$ cat config.mk
export PLATFORM = sky130hd
export DESIGN_NAME = rd_wptr_sync_decode
export DESIGN_NICKNAME = d
export VERILOG_FILES = /design/src/rtl/afifo_pkg.sv /design/src/rtl/afifo_sync.sv /design/src/rtl/rd_wptr_sync_decode.sv
export SDC_FILE = /design/constraint.sdc
export NUM_CORES = 1
export LEC_CHECK = 0
export CAP_MARGIN = 20
export CORE_ASPECT_RATIO = 1.1
export CORE_MARGIN = 1.5
export CORE_UTILIZATION = 50
export CTS_BUF_LIST = sky130_fd_sc_hd__clkbuf_2
export DETAILED_ROUTE_END_ITERATION = 7
export PLACE_DENSITY_LB_ADDON = 0.05
export SETUP_SLACK_MARGIN = 0.1
export SLEW_MARGIN = 20
export SYNTH_ARGS = -nofsm -noshare
export SYNTH_HDL_FRONTEND = slang
export SYNTH_SLANG_ARGS = --single-unit
$ cat constraint.sdc
create_clock -name read_clock -period 4.8 [get_ports read_clock]
set_input_delay 0.48 -clock read_clock [delete_from_list [all_inputs] [get_ports read_clock]]
set_output_delay 0.48 -clock read_clock [all_outputs]
set_load 0.03 [all_outputs]
$ cat src/rtl/afifo_pkg.sv
// Purpose: shared pointer encode/decode and sizing helpers for both async FIFO clock domains.
// Latency: pure functions and constants, no state.
// Backpressure: none; the values are used by the pointer handlers on either side.
package afifo_pkg;

    // Default pointer width; handlers that take their own PTR_WIDTH use the helpers below.
    localparam int unsigned AFIFO_PTR_WIDTH = 4;

    // Pointer type shared by the read-pointer and write-pointer handlers.
    typedef logic [AFIFO_PTR_WIDTH-1:0] ptr_t;

    // Helper working width. Callers zero-extend into it and size-cast the result
    // back down, so a single function body serves every pointer width.
    localparam int unsigned CODE_W = 32;
    typedef logic [CODE_W-1:0] code_t;

    // FIFO depth for a pointer that carries one extra wrap bit.
    function automatic int unsigned depth_of(input int unsigned ptr_width);
        return 32'd1 << (ptr_width - 1);
    endfunction

    // Binary to Gray: exactly one bit changes per increment.
    function automatic code_t bin2gray(input code_t b);
        return b ^ (b >> 1);
    endfunction

    // Gray to binary, MSB down: bin[MSB] = g[MSB], bin[i] = bin[i+1] ^ g[i].
    // Zero-extended upper bits stay zero, so the low bits decode exactly as a
    // PTR_WIDTH-wide decode would.
    function automatic code_t gray2bin(input code_t g);
        code_t b;
        b = '0;
        b[CODE_W-1] = g[CODE_W-1];
        for (int i = CODE_W - 2; i >= 0; i--) begin
            b[i] = b[i+1] ^ g[i];
        end
        return b;
    endfunction

endpackage

$ cat src/rtl/afifo_sync.sv
// Purpose: generic STAGES-deep, WIDTH-wide reset-to-zero multi-flop synchronizer.
// Latency: a value sampled at edge t appears on q after edge t+STAGES-1.
// Backpressure: none; it samples every clock, so a Gray-coded input is expected.
module afifo_sync #(
    parameter int unsigned WIDTH  = 4,
    parameter int unsigned STAGES = 2
) (
    input  logic             clock,
    input  logic             reset,
    input  logic [WIDTH-1:0] d,
    output logic [WIDTH-1:0] q
);

    logic [WIDTH-1:0] stage [STAGES];

    // Plain flop chain with no logic between stages. Only stage[0] sees the asynchronous input.
    always_ff @(posedge clock or negedge reset) begin
        if (!reset) begin
            for (int i = 0; i < int'(STAGES); i++) begin
                stage[i] <= '0;
            end
        end else begin
            stage[0] <= d;
            for (int i = 1; i < int'(STAGES); i++) begin
                stage[i] <= stage[i-1];
            end
        end
    end

    assign q = stage[STAGES-1];

endmodule

$ cat src/rtl/rd_wptr_sync_decode.sv
// Purpose: bring the Gray write pointer into read_clock, decode it and derive occupancy and status.
// Latency: g_wptr to g_wptr_sync SYNC_STAGES-1 edges after sampling; b_wptr_sync +1; rd_count +1.
// Backpressure: none; status only. Occupancy lags the truth, so almost_empty errs on the safe side.
module rd_wptr_sync_decode
    import afifo_pkg::*;
#(
    parameter int unsigned PTR_WIDTH    = 4,
    parameter int unsigned SYNC_STAGES  = 2,
    parameter int unsigned AE_THRESHOLD = 1
) (
    input  logic                 read_clock,
    input  logic                 read_reset,
    input  logic [PTR_WIDTH-1:0] g_wptr,
    input  logic [PTR_WIDTH-1:0] b_rptr,
    input  logic                 err_clear,
    output logic [PTR_WIDTH-1:0] g_wptr_sync,
    output logic [PTR_WIDTH-1:0] b_wptr_sync,
    output logic                 wptr_adv,
    output logic [PTR_WIDTH-1:0] rd_count,
    output logic                 almost_empty,
    output logic                 ovf_err
);

    localparam int unsigned          DEPTH   = depth_of(PTR_WIDTH);
    localparam logic [PTR_WIDTH-1:0] DEPTH_V = PTR_WIDTH'(DEPTH);
    localparam logic [PTR_WIDTH-1:0] AE_V    = PTR_WIDTH'(AE_THRESHOLD);

    logic [PTR_WIDTH-1:0] b_wptr_next;
    logic [PTR_WIDTH-1:0] diff;
    logic [PTR_WIDTH-1:0] count_next;
    logic                 ovf_cond;

    afifo_sync #(
        .WIDTH  (PTR_WIDTH),
        .STAGES (SYNC_STAGES)
    ) u_wptr_sync (
        .clock (read_clock),
        .reset (read_reset),
        .d     (g_wptr),
        .q     (g_wptr_sync)
    );

    // Decode the synchronized Gray pointer with the shared helper, then size it back to PTR_WIDTH.
    assign b_wptr_next = PTR_WIDTH'(gray2bin(CODE_W'(g_wptr_sync)));

    // Modulo subtraction covers wrap: differing MSBs still give the right distance.
    // Anything beyond DEPTH is impossible for a healthy FIFO, so clamp it and flag it.
    always_comb begin
        diff       = b_wptr_sync - b_rptr;
        ovf_cond   = (diff > DEPTH_V);
        count_next = ovf_cond ? DEPTH_V : diff;
    end

    // Register the decoded pointer. wptr_adv pulses on the edge that loads a new value,
    // so a multi-step jump still gives a single pulse.
    always_ff @(posedge read_clock or negedge read_reset) begin
        if (!read_reset) begin
            b_wptr_sync <= '0;
            wptr_adv    <= 1'b0;
        end else begin
            b_wptr_sync <= b_wptr_next;
            wptr_adv    <= (b_wptr_next != b_wptr_sync);
        end
    end

    // Register occupancy and almost_empty together from the saturated count.
    always_ff @(posedge read_clock or negedge read_reset) begin
        if (!read_reset) begin
            rd_count     <= '0;
            almost_empty <= 1'b1;
        end else begin
            rd_count     <= count_next;
            almost_empty <= (count_next <= AE_V);
        end
    end

    // Sticky overflow: set wins, so err_clear only takes effect while the condition is false.
    always_ff @(posedge read_clock or negedge read_reset) begin
        if (!read_reset) begin
            ovf_err <= 1'b0;
        end else if (ovf_cond) begin
            ovf_err <= 1'b1;
        end else if (err_clear) begin
            ovf_err <= 1'b0;
        end
    end

endmodule

==> impl_metrics.json, run 1 <==
{
  "outcome": "complete, no violations",
  "die_area_sq_um": 1840,
  "via_per_inst": 5.04,
  "synth_fp_nets": 75,
  "n_fill_cell": 109,
  "cts-hold-fix-buffers": 0,
  "io_pins": 26,
  "fin_area_sq_um": 1060,
  "dp.cells": 97,
  "final_common_cell": "clkdlybuf4s50_1",
  "num_rows": 14,
  "cap_violations": 0,
  "final_cell_mix": "25 x clkdlybuf4s50_1, 18 x dfrtp_1, 5 x inv_1",
  "grt_overflow": 0,
  "fmax_mhz": 499,
  "worstPathArrival_ns": 1.53,
  "ys_warn_count": 0,
  "period_share": 0.418,
  "cts-root-buf": "clkbuf_2",
  "hold_path.class": "reg -> reg",
  "required_ns": 4.32,
  "avgSynthCellArea_sq_um": 13.3,
  "finalNonFillerCells": 101,
  "hold_viol": 0,
  "cp_top_family": "buffers and inverters",
  "syn2layout_area_growth_pct": 32.7,
  "max-slew-margin-rel": 0.483,
  "fin_nets": 101,
  "drc": 0,
  "clock_sinks": 19,
  "synthFlopType": "dfrtp_1",
  "place_congestion": 0.708,
  "min_period_ns": 2.01,
  "fin_ws_ns": 2.79,
  "cts.reportedPaths.clkPinSlew_ns": 0.16,
  "ys_seq_area_frac": 0.598,
  "setup_tns_ns": 0,
  "fp.dieH_um": 44.9,
  "multi_input_area_sq_um": 272,
  "antenna_found_initial": 0,
  "ys_types": 26,
  "cts_tree": "done",
  "cpPeakStageDelay_ns": 0.72,
  "die_w_um": 41.1,
  "p_leak_nw": 0.467,
  "grt_max_degree": 20,
  "cts.path.max_buffers": 2,
  "grt_setup_unrepaired": "no",
  "dpl_cell_area_sq_um": 1040,
  "vias": 509,
  "critPathSlowestCell": "clkdlybuf4s50_1",
  "synth.ff_latch_count": 19,
  "grtUsageTotal": 0.165,
  "setup_viol": 0,
  "synth_edf_count": 0,
  "crit_type": "reg -> out",
  "peakVddDrop_uv": 249,
  "first_pass_iters": 4,
  "power.density_nw_per_um2": 384,
  "cts_resized": 0,
  "drv_slew": 0,
  "p_total_mw": 0.406,
  "path_cells": "clkdlybuf4s50_1",
  "dp_slack_ns": 2.51,
  "critPathLaunchType": "register",
  "drt_iter0_markers": 10,
  "cts_buffers": 3,
  "drive_gt1_frac": 0.106,
  "grt_pass1_vias": 469,
  "diodes": 0,
  "fin_util": 0.736,
  "synth-async-reset-ratio": 1.00,
  "drt-total-wl_mm": 1.20,
  "worst_pin_slew_ns": 0.773,
  "synth_area_sq_um": 797,
  "skew_ns": 0.00127,
  "cts_htree_levels": 1,
  "core-area_sq_um": 1440,
  "portBuffers": 25,
  "ant_nets": 0,
  "worst-path-buf-inv": 1,
  "clkLatencyLatePin_ns": 0.31,
  "dp_hpwl_um": 910,
  "cp-end-kind": "output port",
  "start_util": 0.555,
  "register_area_sq_um": 477,
  "hold_ws_ns": 0.370,
  "grt_pass1_wl_mm": 1.85,
  "synthCells": 60,
  "worstPathMaxFanout": 7,
  "post_cts_buffers": 0,
  "wl_per_cell_um": 11.9
}
cell families after synthesis:
group	synth area share
buf+inv	0.0612
compound gates	0.0785
xor+xnor	0.107
simple gates	0.0832
fa+ha+maj	0.0722
flops	0.598
synth_stat cells (all sizes together), types with 2 or more instances:
cell	count	area share
nor2b	2	0.016
xor2	4	0.053
nand2b	2	0.016
o21ai	2	0.013
inv	5	0.024
xnor2	2	0.022
a21oi	3	0.019
dfrtp	18	0.57
ha	3	0.047
buf	4	0.038
nand3	2	0.013
state kept, by name, indices dropped and copies added (netlist names):
name and count:
wptr_adv 1, almost_empty 1, u_wptr_sync.stage 4, rd_count 4
u_wptr_sync.q 4, ovf_err 1, b_wptr_sync 4
power breakdown:
group | switching (mW) | leakage [nW] | internal [mW] | total (mW)
Sequential | 0.0122 | 0.221 | 0.182 | 0.194
Clock | 0.0472 | 0.0166 | 0.0221 | 0.0692
Combinational | 0.0756 | 0.230 | 0.0667 | 0.142
cell type report:
cell class | count | share of cell area
Clock buffer | 4 | 0.0189
Inverter | 5 | 0.0178
Multi-Input combinational cell | 32 | 0.257
Sequential cell | 19 | 0.451
Tap cell | 16 | 0.0189
Timing Repair Buffer | 25 | 0.237
path summary, 6_finish.rpt:
path / end / depth (start not counted) / slack [ns] / from
setup / recovery: g_wptr_sync[2] / 1 / 2.79 / u_wptr_sync.q[2]$_DFF_PN0_
hold / removal: u_wptr_sync.q[3]$_DFF_PN0_ / 0 / 0.37 / u_wptr_sync.stage[7]$_DFF_PN0_
setup reg to reg: ovf_err$_DFFE_PN0P_ / 7 / 3.01 / b_wptr_sync[0]$_DFF_PN0_
hold reg to reg: u_wptr_sync.q[3]$_DFF_PN0_ / 0 / 0.37 / u_wptr_sync.stage[7]$_DFF_PN0_
max in group asynchronous: u_wptr_sync.q[2]$_DFF_PN0_ / 1 / 3.73 / read_reset
min in group asynchronous: ovf_err$_DFFE_PN0P_ / 1 / 0.60 / read_reset
metal layers:
metal	up-vias	track usage	share of wire
met3	5	0.0591	0.069
met5	-	0	0
met4	0	0.120	0.033
li1	241	-	-
met2	20	0.247	0.48
met1	243	0.189	0.42
(Power assumes the default switching activity.)
==> run 2, diff against run 1 <==
--- a/config.mk
+++ b/config.mk
@@ -8,7 +8,7 @@
 export CAP_MARGIN = 20
 export CORE_ASPECT_RATIO = 1.1
 export CORE_MARGIN = 1.5
-export CORE_UTILIZATION = 50
+export CORE_UTILIZATION = 42
 export CTS_BUF_LIST = sky130_fd_sc_hd__clkbuf_2
 export DETAILED_ROUTE_END_ITERATION = 7
 export PLACE_DENSITY_LB_ADDON = 0.05
==> constraint.sdc (replaced) <==
create_clock -name read_clock -period 1.8 [get_ports read_clock]
set_input_delay 0.18 -clock read_clock [delete_from_list [all_inputs] [get_ports read_clock]]
set_output_delay 0.18 -clock read_clock [all_outputs]
set_load 0.03 [all_outputs]
==> run 2 against run 1 <==
  * Worst hold slack got worse by 0.18 ns
  * Sequential power rose to 2.7 times the previous value
  * Critical endpoint is now ovf_err$_DFFE_PN0P_
  * Clock skew increased by 0.0072 ns
  * Routed wire length is 8.7% higher
  * Via count unchanged
  * Critical path depth rose by 6
  * Count of clock-buffer cells in the layout stayed put
  * Die area rose by 18%
  * The flow now finishes with violations (DRC)
==> impl_metrics.json, run 2 (synthesis gave the netlist of run 1 again) <==
{
  "top_layer": "met4",
  "fp.dieH_um": 48.7,
  "r2r-end": "ovf_err$_DFFE_PN0P_",
  "vias": 509,
  "clkLatencyLatePin_ns": 0.30,
  "switching_share": 0.331,
  "start_util": 0.447,
  "cts.reportedPaths.clkPinSlew_ns": 0.17,
  "core-area_sq_um": 1780,
  "grt_max_degree": 20,
  "die_w_um": 44.5,
  "cts-root-buf": "clkbuf_2",
  "dp_slack_ns": -0.0831,
  "final_common_cell": "clkdlybuf4s50_1",
  "wl_met2_um": 681,
  "first_pass_iters": 5,
  "syn2layout_area_growth_pct": 40.3,
  "combPwrFrac": 0.371,
  "io_pins": 26,
  "p_leak_nw": 0.506,
  "crit_type": "reg -> reg",
  "hold_path.class": "in -> async",
  "place_congestion": 0.756,
  "wl_met1_um": 551,
  "via_per_inst": 4.76,
  "fmax_mhz": 613,
  "diodes": 0,
  "antenna_found_initial": 0,
  "p_clk_frac": 0.164,
  "power.density_nw_per_um2": 997,
  "drv_slew": 0,
  "wl_per_cell_um": 12.2,
  "grt_pass1_wl_mm": 2.47,
  "post_cts_buffers": 0,
  "drc": 2,
  "die_area_sq_um": 2170,
  "grt_setup_unrepaired": "yes",
  "required_ns": 2.02,
  "drive_gt1_frac": 0.236,
  "hold_viol": 0,
  "grt_pass1_vias": 564,
  "grtUsageTotal": 0.159,
  "outcome": "complete, but fails checks",
  "skew_ns": 0.00845,
  "cp-end-kind": "register",
  "ant_nets": 0,
  "cts_htree_levels": 1,
  "drt-total-wl_mm": 1.30,
  "dp_hpwl_um": 975,
  "fin_ws_ns": 0.169,
  "cap_violations": 0,
  "critPathLaunchType": "register",
  "final_cell_mix": "21 x clkdlybuf4s50_1, 16 x dfrtp_1, 4 x clkbuf_2, 4 x buf_4",
  "cts_tree": "done",
  "p_int_mw": 0.746,
  "max-slew-margin-rel": 0.789,
  "cts.path.max_buffers": 2,
  "drt_iter0_markers": 3,
  "rrSetupSlack_ns": 0.17,
  "setup.worst_path.start": "b_wptr_sync[0]$_DFF_PN0_",
  "worstPathArrival_ns": 1.85,
  "portBuffers": 25,
  "setup_viol": 0,
  "worstSetupEndpoint": "ovf_err$_DFFE_PN0P_",
  "seqPwrFrac": 0.465,
  "reg2regPathDepth": 7,
  "period_share": 0.906,
  "r2r-start": "b_wptr_sync[0]$_DFF_PN0_",
  "grt_overflow": 0,
  "worst_pin_slew_ns": 0.317,
  "min_period_ns": 1.63,
  "dr_wl_met3_um": 56,
  "peakVddDrop_uv": 502,
  "fin_nets": 105,
  "cts_buffers": 3,
  "cts-hold-fix-buffers": 0,
  "hold_ws_ns": 0.191,
  "num_rows": 16,
  "worstPathMaxFanout": 3,
  "clock_sinks": 19,
  "violations": "DRC",
  "power_switching_mw": 0.369
}
==> run 2: changes by cell type in the layout (fill, tap and decap cells not counted), moves of 2 or more <==
cell	change
clkdlybuf4s50_1	-4
buf_4	+4
dfrtp_2	+2
dlygate4sd2_1	+3
dfrtp_1	-2
inv_1	-2
inv_2	+2
==> run 2: critical path, stage by stage (launching register included) <==
cell and delay, ns:
dfrtp_2 0.46, inv_2 0.07, ha_4 0.13, inv_2 0.04
fa_2 0.39, xnor2_2 0.17, nand3b_1 0.10, a31o_2 0.20
==> run 2: layer usage <==
metal,vias up,GRT usage
li1,250,-
met1,242,0.194
met2,15,0.251
met3,2,0.0373
met4,0,0.0909
met5,-,0
==> run 2: cell type report <==
cell class | count | area (sq um)
clock buffers | 4 | 20.0
fillers | 149 | 663
inverters | 5 | 18.8
multi-input cells | 32 | 299
flip-flops and latches | 19 | 479
well taps | 18 | 22.5
repair buffers | 29 | 279
==> run 2: stage by stage <==
step	cell area (sq um)	cells	util	setup TNS [ns]	power, mW
6_report	1120	107	0.628	0	1.12
5_1_grt	1120	107	0.628	0	1.19
4_1_cts	1110	107	0.624	0	1.13
3_5_place_dp	1090	103	0.614	-0.121	0.948
3_3_place_gp	1090	103	0.614	-0.0583	0.945
2_1_floorplan	822	60	-	0	0.775
==> run 2: what timing repair did <==
action                     in CTS  in global routing
gates resized for setup         3                  3
pin swaps                       0                  0
setup endpoints to repair       3                  7
==> run 2: power by group through the flow <==
stage / clock, mW / sequential, mW / combinational (mW)
after global placement: 0 / 0.528 / 0.417
after detailed placement: 0 / 0.529 / 0.419
final: 0.183 / 0.519 / 0.414
after floorplan: 0 / 0.624 / 0.152
after global routing: 0.213 / 0.528 / 0.449
after CTS: 0.196 / 0.520 / 0.416
==> run 2: worst min path at each step <==
stage	to	startpoint
2_1_floorplan	b_wptr_sync[0]$_DFF_PN0_	read_reset
3_3_place_gp	u_wptr_sync.q[3]$_DFF_PN0_	u_wptr_sync.stage[7]$_DFF_PN0_
3_5_place_dp	u_wptr_sync.q[2]$_DFF_PN0_	u_wptr_sync.stage[6]$_DFF_PN0_
4_1_cts	wptr_adv$_DFF_PN0_	read_reset
5_1_grt	wptr_adv$_DFF_PN0_	read_reset
6_report	rd_count[3]$_DFF_PN0_	read_reset
==> run 3, diff against run 2 <==
--- a/config.mk
+++ b/config.mk
@@ -6,9 +6,11 @@
 export NUM_CORES = 1
 export LEC_CHECK = 0
 export CAP_MARGIN = 20
+export CELL_PAD_IN_SITES_DETAIL_PLACEMENT = 0
+export CELL_PAD_IN_SITES_GLOBAL_PLACEMENT = 1
 export CORE_ASPECT_RATIO = 1.1
 export CORE_MARGIN = 1.5
-export CORE_UTILIZATION = 42
+export CORE_UTILIZATION = 33
 export CTS_BUF_LIST = sky130_fd_sc_hd__clkbuf_2
 export DETAILED_ROUTE_END_ITERATION = 7
 export PLACE_DENSITY_LB_ADDON = 0.05
==> run 3 against run 2 <==
  * Critical path depth decreased by 5
  * Power up 0.85%
  * Combinational power grew 3%
  * Core utilization fell by 13 points
  * The flow now finishes without violations
  * Largest cell class unchanged
  * Setup slack got worse by 0.016 ns
  * Via count rose by 4.3%
  * Count of clock-buffer cells in the layout stayed put
  * Sequential cell count unchanged
==> impl_metrics.json, run 3 (synthesis gave the netlist of run 1 again) <==
{
  "min_period_ns": 1.65,
  "core-area_sq_um": 2270,
  "fin_area_sq_um": 1140,
  "hold_ws_ns": 0.186,
  "wl_per_cell_um": 11.1,
  "portBuffers": 25,
  "fin_nets": 106,
  "first_pass_iters": 4,
  "num_rows": 18,
  "worstPathArrival_ns": 1.47,
  "final_cell_mix": "21 x clkdlybuf4s50_1, 16 x dfrtp_1, 5 x buf_4",
  "fmax_mhz": 607,
  "via_per_inst": 4.43,
  "grt_overflow": 0,
  "grt_pass1_wl_mm": 2.24,
  "cts_buffers": 3,
  "required_ns": 1.62,
  "dp_hpwl_mm": 1.05,
  "syn2layout_area_growth_pct": 43.0,
  "critPathLaunchType": "register",
  "fp.dieH_um": 54.5,
  "switching_share": 0.330,
  "die_area_sq_um": 2720,
  "worst-path-buf-inv": 2,
  "period_share": 0.915,
  "dpl_cell_area_sq_um": 1110,
  "diodes": 0,
  "cts_htree_levels": 1,
  "clock_sinks": 19,
  "antenna_found_initial": 0,
  "r2r-start": "b_wptr_sync[0]$_DFF_PN0_",
  "seqPwrFrac": 0.460,
  "place_congestion": 0.823,
  "clkLatencyLatePin_ns": 0.30,
  "crit_type": "reg -> out",
  "multi_input_area_sq_um": 294,
  "worstPathMaxFanout": 2,
  "start_util": 0.350,
  "cap_violations": 0,
  "reg2regPathDepth": 7,
  "drive_gt1_frac": 0.233,
  "fin_util": 0.501,
  "io_pins": 26,
  "combPwrFrac": 0.379,
  "vias": 531,
  "drt_iter0_markers": 4,
  "drt-total-wl_mm": 1.34,
  "cp-end-kind": "output port",
  "cp.depth": 2,
  "path_cells": "buf_4, clkdlybuf4s50_1",
  "outcome": "complete, no violations",
  "max-slew-margin-rel": 0.790,
  "skew_ns": 0.0112,
  "cts-root-buf": "clkbuf_2",
  "power.density_nw_per_um2": 987,
  "n_fill_cell": 206,
  "p_int_mw": 0.754,
  "die_w_um": 49.9,
  "critPathSlowestCell": "clkdlybuf4s50_1",
  "register_area_sq_um": 479,
  "grt_max_degree": 20,
  "cts.path.max_buffers": 2,
  "p_leak_nw": 0.522,
  "drv_slew": 0,
  "grt_pass1_vias": 523,
  "hold_viol": 0,
  "finalNonFillerCells": 120,
  "grtUsageTotal": 0.116,
  "drc": 0,
  "cts_tree": "done",
  "cpPeakStageDelay_ns": 0.66,
  "ant_nets": 0,
  "cp_top_family": "buffers and inverters",
  "r2r-end": "ovf_err$_DFFE_PN0P_",
  "grt_setup_unrepaired": "yes",
  "setup_tns_ns": 0,
  "rrSetupSlack_ns": 0.18,
  "hold_path.class": "in -> async",
  "peakVddDrop_uv": 520,
  "final_common_cell": "clkdlybuf4s50_1",
  "setup_viol": 0,
  "power_switching_mw": 0.371,
  "cts.reportedPaths.clkPinSlew_ns": 0.17,
  "p_clk_frac": 0.161,
  "worst_pin_slew_ns": 0.314,
  "dp.cells": 115
}
run 3: cell types whose count changed in the layout (fill, tap and decap cells not counted), sizes merged:
| cell | previous run | this run |
|---|---|---|
| buf | 4 | 5 |
| dlygate4sd2 | 3 | 2 |
| dlymetal6s2s | 1 | 2 |
run 3: layer usage:
layer / vias to the layer above / GRT usage / wire length [um]
met4: 0 / 0.0833 / 21
met1: 256 / 0.135 / 573
li1: 253 / - / -
met3: 4 / 0.0164 / 63
met5: - / 0 / 0
met2: 18 / 0.200 / 678
run 3: what timing repair did:
item,CTS,global route
buffers inserted,0,1
pin swaps,0,2
resized for setup,2,3
endpoints found under the setup margin,2,8
hold buffers,0,0
run 3: how the worst max path moves through the flow:
stage          slack (ns)                      from                     end
2_1_floorplan        0.10  b_wptr_sync[0]$_DFF_PN0_     ovf_err$_DFFE_PN0P_
3_3_place_gp        -0.06                 b_rptr[0]     ovf_err$_DFFE_PN0P_
3_5_place_dp        -0.09                 b_rptr[1]     ovf_err$_DFFE_PN0P_
4_1_cts              0.11    almost_empty$_DFF_PN1_            almost_empty
5_1_grt              0.07  b_wptr_sync[0]$_DFF_PN0_  almost_empty$_DFF_PN1_
6_report             0.15  b_wptr_sync[0]$_DFF_PN0_          b_wptr_sync[0]
run 3: cell type report:
class | count | area share
Inverter | 5 | 0.0165
Sequential cell | 19 | 0.420
Timing Repair Buffer | 30 | 0.255
Tap cell | 30 | 0.0329
Multi-Input combinational cell | 32 | 0.258
Clock buffer | 4 | 0.0176
run 3: power groups by stage:
stage	sequential (mW)	combinational, mW	clock, mW
final	0.517	0.427	0.181
after global routing	0.526	0.463	0.206
after CTS	0.523	0.422	0.188
after detailed placement	0.531	0.421	0
after global placement	0.530	0.422	0
after floorplan	0.624	0.152	0
run 3: stage by stage:
| stage | worst slack [ns] | total power [mW] |
|---|---|---|
| 2_1_floorplan | 0.104 | 0.775 |
| 3_3_place_gp | -0.0608 | 0.952 |
| 3_5_place_dp | -0.0854 | 0.952 |
| 4_1_cts | 0.115 | 1.13 |
| 5_1_grt | 0.0731 | 1.20 |
| 6_report | 0.153 | 1.12 |
